**src/rtl/mux_2to1.sv**
```systemverilog
// -----------------------------------------------------------------------------
// mux_2to1
//   Parameterised 2-to-1 data multiplexer with a small clocked status section.
//   mux_out forwards din_1 when sel is high and din_0 otherwise. The clocked
//   logic detects changes of the sampled select and counts them for debug.
//
//   Optional feature macro: MUX_2TO1_REG_OUT_EN
//     defined   -> mux_out comes from a WIDTH-bit register (1-cycle latency,
//                  cleared to 0 by rst_n)
//     undefined -> mux_out is purely combinational (default build)
//
// Parameters
//   WIDTH     : data width of din_0, din_1 and mux_out
//   CNT_WIDTH : width of the select-switch counter sw_cnt
//
// Ports
//   mux_out [WIDTH]     out : selected data
//   din_0   [WIDTH]     in  : data selected when sel = 0
//   din_1   [WIDTH]     in  : data selected when sel = 1
//   sel                 in  : select
//   clk                 in  : rising-edge clock
//   rst_n               in  : asynchronous active-low reset
//   sel_chg             out : one-cycle pulse when sampled sel differs from the
//                             previous sample
//   sw_cnt  [CNT_WIDTH] out : detected select changes since reset (wraps)
// -----------------------------------------------------------------------------
module mux_2to1 #(
  parameter int WIDTH     = 1,
  parameter int CNT_WIDTH = 16
) (
  output logic [WIDTH-1:0]     mux_out,
  input  logic [WIDTH-1:0]     din_0,
  input  logic [WIDTH-1:0]     din_1,
  input  logic                 sel,
  input  logic                 clk,
  input  logic                 rst_n,
  output logic                 sel_chg,
  output logic [CNT_WIDTH-1:0] sw_cnt
);

  // Selected data, built bit by bit. An X/Z on sel propagates per the
  // ternary rules of the language; nothing resolves it.
  logic [WIDTH-1:0] mux_next;

  generate
    for (genvar gi = 0; gi < WIDTH; gi++) begin : g_bit_mux
      assign mux_next[gi] = sel ? din_1[gi] : din_0[gi];
    end
  endgenerate

  // ---------------------------------------------------------------------------
  // Output stage
  // ---------------------------------------------------------------------------
`ifdef MUX_2TO1_REG_OUT_EN
  logic [WIDTH-1:0] mux_out_reg;

  always_ff @(posedge clk or negedge rst_n) begin
    if (!rst_n) begin
      mux_out_reg <= '0;
    end else begin
      mux_out_reg <= mux_next;
    end
  end

  assign mux_out = mux_out_reg;
`else
  // Combinational path: tracks the inputs even while reset is asserted.
  assign mux_out = mux_next;
`endif

  // ---------------------------------------------------------------------------
  // Select change detection and switch counter
  // ---------------------------------------------------------------------------
  logic                 sel_q_reg;
  logic                 sel_chg_reg;
  logic [CNT_WIDTH-1:0] sw_cnt_reg;
  logic                 sel_diff;

  // sel_q_reg resets to 0, so a sel held high through reset release is seen
  // as a change on the first sampling edge.
  assign sel_diff = sel ^ sel_q_reg;

  always_ff @(posedge clk or negedge rst_n) begin
    if (!rst_n) begin
      sel_q_reg   <= 1'b0;
      sel_chg_reg <= 1'b0;
      sw_cnt_reg  <= '0;
    end else begin
      sel_q_reg   <= sel;
      sel_chg_reg <= sel_diff;
      // Free-running wrap: all-ones rolls over to zero.
      if (sel_diff) begin
        sw_cnt_reg <= sw_cnt_reg + CNT_WIDTH'(1);
      end
    end
  end

  assign sel_chg = sel_chg_reg;
  assign sw_cnt  = sw_cnt_reg;

endmodule

```
**config.mk**
```make
export PLATFORM = sky130hd
export DESIGN_NAME = mux_2to1
export DESIGN_NICKNAME = d
export VERILOG_FILES = /design/src/rtl/mux_2to1.sv
export SDC_FILE = /design/constraint.sdc
export NUM_CORES = 1
export LEC_CHECK = 0
export ABC_AREA = 1
export ABC_CLOCK_PERIOD_IN_PS = 1900
export CAP_MARGIN = 25
export CORE_MARGIN = 2
export CORE_UTILIZATION = 52
export DETAILED_ROUTE_END_ITERATION = 6
export PLACE_DENSITY = 0.83
export SYNTH_ARGS = -nofsm -noshare
export SYNTH_HDL_FRONTEND = slang
export SYNTH_SLANG_ARGS = --single-unit
```
**constraint.sdc**
```tcl
create_clock -name clk -period 1.9 [get_ports clk]
set_input_delay 0.475 -clock clk [delete_from_list [all_inputs] [get_ports clk]]
set_output_delay 0.475 -clock clk [all_outputs]
set_load 0.03 [all_outputs]
```
* Word level (Yosys, flattened, before mapping)
Cells that the tools add are included.
Word-level totals: register bits after elaboration 18, input bits 5, output and inout port bits 18, logic and storage cells 6
Operators by class: add/subtract/negate cells 1, muxes and demuxes 1, bitwise logic cells 1
Operator list (number):
- $add 16x1->16 const B | 1
- $mux 1 | 1
- $xor 1x1->1 | 1

* Logic depth before layout (Yosys ltp)
Gate-level depths: netlist of run 1.
depth in word-level cells 1, mapped depth 9, gate-level depth less buffers 8

* Worst setup path before layout of run 1
Ideal clock, no wire load.
path type register to register, start point reg sw_cnt_reg[0], in the netlist sw_cnt[0], end point reg sw_cnt_reg[12], in the netlist sw_cnt[12], setup time 121 ps, arrival 1309 ps, required time 1779 ps, setup slack 470 ps, cell stages (with the launch flop) 7, path buffers 0, clock period less this slack 1430 ps, cells stage by stage dfrtp_1 ha_1 nand2_1 nor2_2 nand3_4 o21ai_1 nand2_1
On the way: longest elaborated chain between the ends 1
RTL lines:
- from (decl) | RTL line 76 | logic [CNT_WIDTH-1:0] sw_cnt_reg;
- from (signal assigned) | RTL line 93 | sw_cnt_reg <= sw_cnt_reg + CNT_WIDTH'(1);
- $add 16x1->16 | RTL line 93
No other way between the ends. A chain may end at the register's enable or synchronous reset.

* Final worst setup path of run 1
start point reg sw_cnt_reg[15], in the netlist sw_cnt[15], end point out sw_cnt[15]
RTL lines:
- to (decl) | RTL line 38 | output logic [CNT_WIDTH-1:0] sw_cnt
No word-level cell between the ends.

==> run_results.csv, run 1 <==
group,metric,value,unit
run_status,outcome,"completed",
power_and_ir_drop,p_int,742,uW
drt,antenna_left,0,
clock_network,clock_sinks,18,
finish,postLayoutCellArea,1260,sq um
yosys,synth_nets,125,
drt,via_per_inst,4.87,
clock_network,path_clk_slew,0.11,ns
yosys,avgSynthCellArea,8.27,sq um
drt,routedWlPerCell,11.2,um
power_and_ir_drop,clockPowerShare,19.4,%
yosys,synth.distinct_cells,20,
clock_network,clk_path_buf_depth,2,
timing,worst_slack,0.0689,ns
clock_network,cts_buffers,3,
finish,drive_above_1_share,11.0,%
drt,drt-total-wl,1910,um
timing,fin_crit_sh,96.4,%
job,maxCapViolations,0,
finish,largest_register_ffs,16,
global_route,grt_max_degree,19,
drt,vias,828,
worst_setup_path,critPathLaunchType,"register",
timing,period_needed,1.83,ns
floorplanning,die_y,47.5,um
worst_setup_path,crit_slowest_cell,"clkdlybuf4s50_1",
global_route,track_usage,20.0,%
timing,setup_viol,0,
power_and_ir_drop,switchingPower,502,uW
global_route,antenna_found_initial,0,
power_and_ir_drop,pwr-share-seq,43.9,%
floorplanning,dieArea,2260,sq um
worst_setup_path,rr_worst_depth,6,
timing,rsz0062_at_grt,"no",
power_and_ir_drop,power_density,983,nW/um^2
global_route,grt_first_pass_wirelength,3070,um
worst_setup_path,crit_buf_inv,1,
global_route,overflow,0,
timing,fmax,546,MHz
power_and_ir_drop,comb_power_share,36.7,%
worst_setup_path,critPathTopFamily,"buffers and inverters",
finish,finalNetCount,152,
placement,dp_hpwl,1420,um
timing,holdWs,0.488,ns
worst_setup_path,r2r_start,"sw_cnt[0]",
worst_setup_path,crit_arrival,1.36,ns
power_and_ir_drop,p_leak,0.723,nW
min_path,hp-class,"input pin to async pin",
clock_network,cts_tree,"built",
floorplanning,coreArea,1750,sq um
floorplanning,start_util,56.4,%
finish,areaGrowthSynthToFinish,28.5,%
floorplanning,rows,15,
clock_network,cts_hold_buffers,0,
placement,pre_cts_slack,0.0688,ns
finish,final_cell_mix,"44 x nand2_1, 18 x dfrtp_1, 14 x nor2_1",
timing,maxSlewViolCount,0,
yosys,netlist_instances,119,
worst_setup_path,path_max_fanout,3,
worst_setup_path,end_kind,"output port",
worst_setup_path,r2r_end,"sw_cnt[12]",
power_and_ir_drop,switching_share,40.3,%
worst_setup_path,crit_required,1.42,ns
yosys,synthesis.area,985,sq um
drt,initialDrtViolationCount,5,
yosys,yosysSeqAreaShare,45.7,%
worst_setup_path,critPathMaxStageDelay,0.68,ns
timing,slew_headroom,77.9,%
placement,placed_cell_area,1220,sq um
drt,drcViolationCount,0,
yosys,ys_seq_elements,18,
worst_setup_path,rrSetupSlack,0.57,ns
drt,drt_first_pass_iters,4,
placement,gp_congestion,0.799,
floorplanning,die-width,47.5,um
clock_network,worstSkewPairLatency,0.30,ns
yosys,ys_warn_count,0,
worst_setup_path,path_class,"register to output port",
power_and_ir_drop,ir_drop,0.998,mV
worst_setup_path,crit_chain,"clkdlybuf4s50_1",
timing,tightest_slew,0.331,ns
global_route,grt_pass1_vias,733,
floorplanning,ioPinCount,23,
timing,finalClockSkew,0.00625,ns
finish,antenna_cells,0,
finish,final_common_cell,"nand2_1",
timing,finalHoldViolations,0,
placement,io_buffers,22,
clock_network,root_buffer,"clkbuf_4",
timing,setup_tns,0,ns
clock_network,htree_num_levels,1,
## layout make-up
class                           instances  area (sq um)
Clock buffer                            4          36.3
Timing Repair Buffer                   23           233
Multi-Input combinational cell         85           458
Tap cell                               25          31.3
Fill cell                             146           480
Inverter                               15          56.3
Sequential cell                        18           450
## power groups by stage
stage	Sequential, mW	Clock [mW]	Combinational (mW)
finish	0.546	0.241	0.456
global route	0.559	0.266	0.495
CTS	0.546	0.246	0.465
detailed placement	0.553	0	0.490
global placement	0.549	0	0.482
floorplan	0.673	0	0.178
## routing by layer
metal / part of all wire [%] / global-route usage [%]
met1: 43 / 24.5
met2: 50 / 33.0
met3: 4.5 / 4.15
met4: 2.3 / 10.6
met5: 0 / 0
## per-stage QoR
stage                     cells  total power [mW]  util (%)
after floorplan             119             0.850         -
after global placement      166              1.03      70.0
after detailed placement    166              1.04      70.0
after CTS                   170              1.26      71.5
after global routing        170              1.32      72.5
final                       170              1.24      72.5
## cell usage after synthesis
cell       n  area share (%)
buf_12     1             2.0
dfrtp_1   18              46
ha_1       1             1.3
inv_1     12             4.6
inv_2      3             1.1
nand2_1   44              17
nand2_4    2             2.3
nand3_1    2             1.0
nand3_4    1             1.8
nand3b_1   3             2.3
nand3b_4   1             2.0
nand4_1    2             1.3
nor2_1    14             5.3
nor2_2     1            0.64
nor2_4     2             2.3
nor3_1     1            0.51
o21ai_0    1            0.51
o21ai_1    1            0.51
xnor2_1    4             3.6
xor2_1     5             4.4
## worst max-delay path by stage
stage,startpoint,to,cells after the start
after CTS,sw_cnt[8],sw_cnt[8],1
after global placement,sel,sw_cnt[15],8
after global routing,sel,mux_out,5
after detailed placement,sel,sw_cnt[15],8
after floorplan,sw_cnt[0],sw_cnt[12],6
final,sw_cnt[15],sw_cnt[15],1
## logic make-up after synthesis
| kind of cell | count (synthesis) | share of synthesized area, % |
|---|---|---|
| compound gates | 2 | 1.02 |
| xor+xnor | 9 | 8.00 |
| fa+ha+maj | 1 | 1.27 |
| buf+inv | 16 | 7.75 |
| flops | 18 | 45.7 |
| simple gates | 73 | 36.2 |
## what timing repair did
item | in CTS | in global routing
cloned | 0 | 0
endpoints found under the setup margin | 8 | 7
gates resized for setup | 8 | 7
setup buffers | 0 | 0
pin swaps | 0 | 0
(Power assumes the default switching activity.)
==> inputs of run 2 (changes only) <==
--- a/config.mk
+++ b/config.mk
@@ -12,6 +12,7 @@
 export CORE_UTILIZATION = 52
 export DETAILED_ROUTE_END_ITERATION = 6
 export PLACE_DENSITY = 0.83
+export SLEW_MARGIN = 20
 export SYNTH_ARGS = -nofsm -noshare
 export SYNTH_HDL_FRONTEND = slang
 export SYNTH_SLANG_ARGS = --single-unit
==> results of run 2 <==
No change in the layout: final DEF, timing and power equal those of run 1.
==> inputs of run 3 (changes only) <==
--- a/config.mk
+++ b/config.mk
@@ -9,9 +9,8 @@
 export ABC_CLOCK_PERIOD_IN_PS = 1900
 export CAP_MARGIN = 25
 export CORE_MARGIN = 2
-export CORE_UTILIZATION = 52
+export CORE_UTILIZATION = 35
 export DETAILED_ROUTE_END_ITERATION = 6
-export PLACE_DENSITY = 0.83
 export SLEW_MARGIN = 20
 export SYNTH_ARGS = -nofsm -noshare
 export SYNTH_HDL_FRONTEND = slang
==> run 3 against run 2 <==
  * Sequential share of layout area shrank 0.21 points
  * Global-route usage is 6.8 points lower
  * Final cell count is 3.5% higher
  * Hold slack about the same
  * Critical endpoint unchanged
  * Largest power group unchanged
==> run_results.csv, run 3 (synthesis gave the netlist of run 1 again) <==
group,metric,value,unit
global_route,track_usage,13.2,%
finish,finalNetCount,152,
worst_setup_path,crit_end,"sw_cnt[15]",
worst_setup_path,end_kind,"output port",
timing,finalClockSkew,0.00189,ns
worst_setup_path,crit_arrival,1.34,ns
worst_setup_path,path_depth,1,
drt,drt_first_pass_iters,4,
timing,slew_headroom,78.6,%
finish,fin_util,47.0,%
clock_network,post-cts-setup-buffer-count,0,
timing,finalHoldViolations,0,
job,maxCapViolations,0,
power_and_ir_drop,finalPower,1.23,mW
placement,placed_cell_area,1230,sq um
run_status,outcome,"completed",
clock_network,worstSkewPairLatency,0.30,ns
global_route,grt_first_pass_wirelength,3360,um
worst_setup_path,cp-startpoint,"sw_cnt[15]",
drt,via_per_inst,4.57,
worst_setup_path,r2r_end,"sw_cnt[12]",
placement,dp_hpwl,1460,um
clock_network,htree_num_levels,1,
worst_setup_path,critPathLaunchType,"register",
finish,multi_input_area,458,sq um
finish,postLayoutCellArea,1270,sq um
finish,fin_cells,176,
min_path,hp-class,"input pin to async pin",
finish,final_common_cell,"nand2_1",
clock_network,clock_sinks,18,
drt,routedWlPerCell,10.7,um
global_route,overflow,0,
timing,holdWs,0.488,ns
drt,drt-total-wl,1890,um
finish,drive_above_1_share,11.0,%
floorplanning,die_y,57.0,um
floorplanning,start_util,36.3,%
floorplanning,coreArea,2710,sq um
clock_network,path_clk_slew,0.10,ns
drt,drcViolationCount,0,
finish,final_cell_mix,"44 x nand2_1, 18 x dfrtp_1, 14 x nor2_1",
floorplanning,ioPinCount,23,
worst_setup_path,crit_buf_inv,1,
timing,tightest_slew,0.320,ns
worst_setup_path,crit_slowest_cell,"clkdlybuf4s50_1",
worst_setup_path,crit_chain,"clkdlybuf4s50_1",
worst_setup_path,path_class,"register to output port",
timing,worst_slack,0.0802,ns
floorplanning,die-width,57.0,um
worst_setup_path,rr_worst_depth,6,
power_and_ir_drop,ir_drop,0.799,mV
timing,setup_viol,0,
worst_setup_path,rrSetupSlack,0.58,ns
floorplanning,rows,19,
floorplanning,dieArea,3250,sq um
drt,initialDrtViolationCount,13,
finish,regArea,450,sq um
drt,vias,804,
worst_setup_path,critPathMaxStageDelay,0.67,ns
timing,rsz0062_at_grt,"no",
placement,dp_cells,172,
timing,period_needed,1.82,ns
placement,io_buffers,22,
finish,areaGrowthSynthToFinish,29.2,%
finish,fillers,271,
clock_network,cts_tree,"built",
clock_network,clk_path_buf_depth,2,
power_and_ir_drop,power_density,967,nW/um^2
timing,maxSlewViolCount,0,
drt,antenna_left,0,
clock_network,root_buffer,"clkbuf_4",
clock_network,cts_buffers,3,
worst_setup_path,r2r_start,"sw_cnt[0]",
global_route,antenna_found_initial,0,
worst_setup_path,critPathTopFamily,"buffers and inverters",
worst_setup_path,crit_required,1.42,ns
worst_setup_path,path_max_fanout,3,
global_route,grt_pass1_vias,789,
finish,antenna_cells,0,
timing,fin_crit_sh,95.8,%
global_route,grt_max_degree,19,
placement,pre_cts_slack,0.0679,ns
timing,setup_tns,0,ns
power_and_ir_drop,p_leak,0.723,nW
clock_network,cts_hold_buffers,0,
timing,fmax,550,MHz
placement,gp_congestion,0.811,
finish,largest_register_ffs,16,
==> run 3: metal layers <==
layer / vias up / track usage, % / part of all wire (%)
met5: - / 0 / 0
met4: 0 / 6.98 / 2.2
met3: 5 / 2.27 / 4.3
met2: 17 / 21.7 / 46
met1: 371 / 16.5 / 47
li1: 411 / - / -
==> run 3: cell type report <==
| class | count | area share (%) |
|---|---|---|
| well taps | 31 | 3.05 |
| inverters | 15 | 4.42 |
| flip-flops and latches | 18 | 35.4 |
| multi-input cells | 85 | 36.0 |
| clock buffers | 4 | 2.85 |
| repair buffers | 23 | 18.3 |
==> run 3: worst min-delay path by stage <==
| stage | from | end | slack (ns) |
|---|---|---|---|
| after floorplan | rst_n | sel_chg | 0.18 |
| after global placement | sw_cnt[15] | sw_cnt[15] | 0.47 |
| after detailed placement | sw_cnt[15] | sw_cnt[15] | 0.48 |
| after CTS | rst_n | sw_cnt[5] | 0.50 |
| after global routing | rst_n | sw_cnt[13] | 0.49 |
| final | rst_n | sw_cnt[5] | 0.49 |
==> run 3: report_power, final <==
part           total (mW)  leakage (nW)  switching [mW]  internal, mW
Sequential          0.539         0.231          0.0873         0.452
Clock               0.241        0.0210           0.124         0.117
Combinational       0.450         0.472           0.280         0.170
Total                1.23         0.723           0.491         0.739
==> run 3: repair_timing <==
action / CTS / global route
gates resized for setup: 8 / 7
setup endpoints to repair: 8 / 7
gates cloned: 0 / 0
